**src/rtl/quadgen_pkg.sv**
```systemverilog
// Shared types for the quadrature generator: FSM states, the {a,b} phase and
// the Gray-code stepping function.
package quadgen_pkg;

    typedef enum logic [1:0] {
        ST_IDLE,
        ST_RUN,
        ST_DWELL
    } state_t;

    // Bit 1 is channel A, bit 0 is channel B.
    typedef logic [1:0] phase_t;

    // One quadrature edge: CW walks 00->10->11->01->00, CCW walks it backwards.
    function automatic phase_t next_phase(input phase_t p, input logic ccw);
        phase_t n;
        case (p)
            2'b00:   n = ccw ? 2'b01 : 2'b10;
            2'b10:   n = ccw ? 2'b00 : 2'b11;
            2'b11:   n = ccw ? 2'b10 : 2'b01;
            default: n = ccw ? 2'b11 : 2'b00;
        endcase
        return n;
    endfunction

endpackage

```
**src/rtl/quadgen_step_accum.sv**
```systemverilog
// Saturating signed pending-step counter: requests in, completed steps out,
// with a one-cycle overflow pulse for every request it has to drop.
module step_accum #(
    parameter int PEND_W = 8
) (
    input  logic                     clk,
    input  logic                     reset_n,
    input  logic                     cw_i,
    input  logic                     ccw_i,
    input  logic                     done_i,
    input  logic                     dir_i,
    output logic signed [PEND_W-1:0] pending_o,
    output logic signed [PEND_W-1:0] pending_nxt_o,
    output logic                     overflow_o
);
    localparam int LIM    = (1 << (PEND_W - 1)) - 1;
    localparam int REP_LO = -(1 << (PEND_W - 1));

    logic signed [PEND_W-1:0] pending_q, pending_d;
    logic                     overflow_q, overflow_d;
    int                       req, cmp, want, nxt;

    always_comb begin
        req = 0;
        if (cw_i && !ccw_i) begin
            req = 1;
        end else if (ccw_i && !cw_i) begin
            req = -1;
        end
        cmp = 0;
        if (done_i) begin
            cmp = dir_i ? 1 : -1;
        end
        want       = int'(pending_q) + req;
        overflow_d = (req != 0) && ((want > LIM) || (want < -LIM));
        nxt        = (overflow_d ? int'(pending_q) : want) + cmp;
        // A completion racing a saturated reverse backlog must not wrap.
        if (nxt > LIM) begin
            nxt = LIM;
        end
        if (nxt < REP_LO) begin
            nxt = REP_LO;
        end
        pending_d = nxt[PEND_W-1:0];
    end

    always_ff @(posedge clk) begin
        if (!reset_n) begin
            pending_q  <= '0;
            overflow_q <= 1'b0;
        end else begin
            pending_q  <= pending_d;
            overflow_q <= overflow_d;
        end
    end

    assign pending_o     = pending_q;
    assign pending_nxt_o = pending_d;
    assign overflow_o    = overflow_q;

endmodule

```
**src/rtl/quadgen.sv**
```systemverilog
// Quadrature waveform generator: replays accumulated cw/ccw step requests on
// a/b as legal Gray-coded phases, DWELL cycles per phase.
module quadgen
    import quadgen_pkg::*;
#(
    parameter int DWELL          = 50000,
    parameter int EDGES_PER_STEP = 4,
    parameter int PEND_W         = 8
) (
    input  logic                     clk,
    input  logic                     reset_n,
    input  logic                     cw,
    input  logic                     ccw,
    output logic                     a,
    output logic                     b,
    output logic                     busy,
    output logic signed [PEND_W-1:0] pending,
    output logic                     overflow
);
    localparam int            TW     = $clog2(DWELL);
    localparam int            EW     = $clog2(EDGES_PER_STEP) + 1;
    localparam logic [TW-1:0] T_LAST = TW'(DWELL - 1);
    localparam logic [EW-1:0] E_LAST = EW'(EDGES_PER_STEP - 1);

    state_t                   state_q, state_d;
    logic [TW-1:0]            timer_q, timer_d;
    logic [EW-1:0]            edges_q, edges_d;
    phase_t                   phase_q, phase_d;
    logic                     dir_q, dir_d;   // 1 = CCW
    logic                     step_done;
    logic signed [PEND_W-1:0] pending_nxt;

    step_accum #(.PEND_W(PEND_W)) u_accum (
        .clk          (clk),
        .reset_n      (reset_n),
        .cw_i         (cw),
        .ccw_i        (ccw),
        .done_i       (step_done),
        .dir_i        (dir_q),
        .pending_o    (pending),
        .pending_nxt_o(pending_nxt),
        .overflow_o   (overflow)
    );

    assign step_done = (state_q == ST_DWELL) && (timer_q == T_LAST) && (edges_q == E_LAST);

    always_comb begin
        state_d = state_q;
        timer_d = timer_q;
        edges_d = edges_q;
        phase_d = phase_q;
        dir_d   = dir_q;
        case (state_q)
            ST_IDLE: begin
                timer_d = '0;
                edges_d = '0;
                if (pending != '0) begin
                    state_d = ST_RUN;
                end
            end
            ST_RUN: begin
                dir_d   = pending[PEND_W-1];
                edges_d = '0;
                // The RUN cycle is tick 0 of the first dwell.
                if (pending == '0) begin
                    state_d = ST_IDLE;
                    timer_d = '0;
                end else begin
                    state_d = ST_DWELL;
                    timer_d = TW'(1);
                end
            end
            ST_DWELL: begin
                if (timer_q == T_LAST) begin
                    timer_d = '0;
                    phase_d = next_phase(phase_q, dir_q);
                    if (step_done) begin
                        edges_d = '0;
                        if (pending_nxt == '0) begin
                            state_d = ST_IDLE;
                        end else begin
                            dir_d = pending_nxt[PEND_W-1];
                        end
                    end else begin
                        edges_d = edges_q + 1'b1;
                    end
                end else begin
                    timer_d = timer_q + 1'b1;
                end
            end
            default: state_d = ST_IDLE;
        endcase
    end

    always_ff @(posedge clk) begin
        if (!reset_n) begin
            state_q <= ST_IDLE;
            timer_q <= '0;
            edges_q <= '0;
            phase_q <= 2'b00;
            dir_q   <= 1'b0;
        end else begin
            state_q <= state_d;
            timer_q <= timer_d;
            edges_q <= edges_d;
            phase_q <= phase_d;
            dir_q   <= dir_d;
        end
    end

    assign a    = phase_q[1];
    assign b    = phase_q[0];
    assign busy = (state_q != ST_IDLE);

endmodule

```
**config.mk**
```make
export PLATFORM = sky130hd
export DESIGN_NAME = quadgen
export DESIGN_NICKNAME = d
export VERILOG_FILES = /design/src/rtl/quadgen_pkg.sv /design/src/rtl/quadgen_step_accum.sv /design/src/rtl/quadgen.sv
export SDC_FILE = /design/constraint.sdc
export NUM_CORES = 1
export LEC_CHECK = 0
export CAP_MARGIN = 20
export CORE_MARGIN = 2
export CORE_UTILIZATION = 60
export DETAILED_ROUTE_END_ITERATION = 16
export PLACE_DENSITY = 0.83
export SLEW_MARGIN = 20
export SYNTH_ARGS = -nofsm -noshare
export SYNTH_HDL_FRONTEND = slang
export SYNTH_SLANG_ARGS = --single-unit
```
**constraint.sdc**
```tcl
create_clock -name clk -period 24.8 [get_ports clk]
set_input_delay 3.72 -clock clk [delete_from_list [all_inputs] [get_ports clk]]
set_output_delay 3.72 -clock clk [all_outputs]
set_load 0.01 [all_outputs]
```
==> flow_summary.json <==
{
  "first_global_vias": 5261,
  "dp_cells": 860,
  "final_max_slew_viol_count": 0,
  "via_per_inst": 6.58,
  "grt_start_max_net_pins": 42,
  "cts_root_buffer": "clkbuf_8",
  "syn_area_mm2": 0.00546,
  "hpwl_um": 11300,
  "worstPathMaxFanout": 41,
  "criticalPathCategory": "input pin to flip-flop",
  "area_growth_pct": 4.86,
  "fin_util_pct": 65.4,
  "worstPathArrival_ns": 12.66,
  "ios": 16,
  "final_layout_size_suffix_gt1_share_pct": 6.71,
  "fin_cells": 868,
  "fin_crit_sh_pct": 50.3,
  "cellPowerDensity_mw_per_mm2": 46.9,
  "grt_first_pass_wirelength_um": 24800,
  "p_leak_nw": 2.47,
  "wl_um": 14700,
  "rows": 34,
  "slowest_delay_ns": 0.56,
  "cts_tree": "yes",
  "stdcell_area_mm2": 0.00573,
  "tightest_slew_ns": 1.07,
  "yosysWarningCount": 0,
  "fin_crit_ns": 12.49,
  "grt_remaining_overflow": 0,
  "synth_cells": 772,
  "final_common_cell": "nor2_1",
  "slew_headroom_pct": 28.0,
  "synth_nets": 826,
  "synthFlopType": "dfxtp_1",
  "n_fill_cell": 748,
  "place_area_mm2": 0.00561,
  "slowest_stage": "o21a_1",
  "track_usage_pct": 29.9,
  "firstDrtPassIters": 6,
  "synth_edf_count": 0,
  "die_width_um": 99.4,
  "peakVddDrop_uv": 35.1,
  "initial_core_util_pct": 62.3,
  "insertion_delay_ns": 0.29,
  "drc_errors": 0,
  "worstPathRequired_ns": 24.98,
  "die-area_mm2": 0.00988,
  "fmax_ghz": 0.0801,
  "min_path_type": "flip-flop to flip-flop",
  "hold_violations": 0,
  "final_net_count": 813,
  "wl_per_cell_um": 16.9,
  "skew_ns": 0.00621,
  "vias": 5714,
  "finalSetupViolCount": 0,
  "cp_num_buf_inv": 4,
  "diodes": 0,
  "core_area_mm2": 0.00876,
  "cts.sinks": 33,
  "gp_congestion": 1.02,
  "postRouteAntennaNets": 0,
  "fin_setup_tns_ns": 0,
  "cts_max_level": 2,
  "status": "finished clean",
  "ys_seq_area_share_pct": 12.1,
  "startpoint_type": "input pin",
  "finalPower_w": 0.000268,
  "clockBufferDepth": 2,
  "layout_common_cells": "nor2_1, nand2_1, a21oi_1, ha_1, o21ai_0",
  "cp_common_cell": "ha_1",
  "antenna_found_initial": 0,
  "drt_iter0_markers": 463,
  "rsz0062_at_grt": "false",
  "cts_hold_buf": 0,
  "synth.distinct_cells": 76,
  "cts_setup_buffers": 0,
  "post_cts_resize_count": 0,
  "cts_made_buffers": 5,
  "synthArstFlopShare_pct": 0,
  "maxCapViolations": 0,
  "r2r_setup_slack_ns": 16.25,
  "die_h_um": 99.4,
  "io_buffers": 15,
  "synth.avg_cell_area_um2": 7.08,
  "ys_seq_elements": 33,
  "cts.clk_slew.worst_paths_ns": 0.07,
  "endpoint_kind": "flip-flop",
  "cpLargestDelayFamily": "simple AND/OR/NAND/NOR gates"
}
==> per-stage QoR <==
step | hold WS (ns) | setup slack [ns]
finish | 0.449 | 12.31
global route | 0.486 | 11.76
CTS | 0.444 | 12.47
detailed placement | 0.430 | 12.18
global placement | 0.425 | 12.41
floorplan | 0.415 | 13.02
==> power by group <==
group          switching [W]  internal (W)  total (W)
Combinational      0.0000889     0.0000620   0.000151
Sequential        0.00000887     0.0000569  0.0000657
Clock              0.0000190     0.0000327  0.0000518
Total               0.000117      0.000152   0.000268
==> synth_stat cells, drive strengths merged (6+ instances only) <==
cell / count / area share (%)
nor2: 83 / 5.7
nand2: 64 / 4.4
a21oi: 56 / 5.5
ha: 49 / 11
o21ai: 48 / 4.4
inv: 41 / 2.8
dfxtp: 33 / 12
xnor2: 33 / 5.6
nand3: 29 / 2.7
nor3: 27 / 2.5
clkbuf: 26 / 1.8
xor2: 24 / 3.8
a21o: 18 / 2.5
nor2b: 14 / 1.7
a211oi: 13 / 1.9
mux2: 12 / 2.5
nand4: 12 / 1.4
o21a: 12 / 1.6
or2: 12 / 1.4
buf: 11 / 0.98
and3: 10 / 1.1
o31ai: 10 / 1.6
or3: 9 / 1.0
a22oi: 8 / 1.1
and2: 8 / 0.92
nor4b: 8 / 1.4
o211ai: 8 / 1.1
a31oi: 6 / 0.69
o31a: 6 / 0.96
==> worst reg2reg max path: cells and delay by family, from the launching register on <==
kind	cells	cell delay [ns]
multiplexers	1	0.15
adder cells (fa/ha/maj)	3	0.94
buffers and inverters	1	0.07
XOR/XNOR	2	0.20
flip-flops	1	0.52
AND/OR/NAND/NOR	15	4.36
AO/OA/AOI/OAI	8	2.19
==> final timing paths <==
kind | start | end | cells past startpoint
hold reg to reg | edges_q[2] | edges_q[2] | 2
hold / removal | edges_q[2] | edges_q[2] | 2
setup reg to reg | u_accum.pending_o[1] | dir_q | 30
setup / recovery | cw | dir_q | 34
==> kinds of logic after synthesis <==
group / after synthesis / synth area share [%]
DFF: 33 / 12.1
muxes: 16 / 3.21
buffers and inverters: 78 / 5.59
AOI/OAI and AO/OA: 232 / 29.1
and+or+nand+nor: 306 / 28.9
adders and majority gates: 50 / 11.6
xor gates and xnor gates: 57 / 9.48
==> cell type report <==
class | count | area [um^2] | share of cell area, %
Multi-Input combinational cell | 661 | 4500 | 78.5
Sequential cell | 33 | 661 | 11.5
Timing Repair Buffer | 17 | 165 | 2.88
Inverter | 41 | 154 | 2.69
Tap cell | 108 | 135 | 2.36
Clock inverter | 1 | 30.0 | 0.524
Clock buffer | 7 | 86.3 | 1.51
==> state kept, by name (all words and copies together), names as in the netlist <==
signal              count
u_accum.pending_o       8
phase_q                 2
edges_q                 3
u_accum.overflow_o      1
state_q                 2
timer_q                16
dir_q                   1
==> per-layer routing <==
metal  track usage [%]  share of wire (%)
met1              41.1                 45
met2              48.0                 45
met3              4.92                6.7
met4              9.17                3.0
met5                 0                  0
Note: power is estimated with default switching activity, not from simulation.
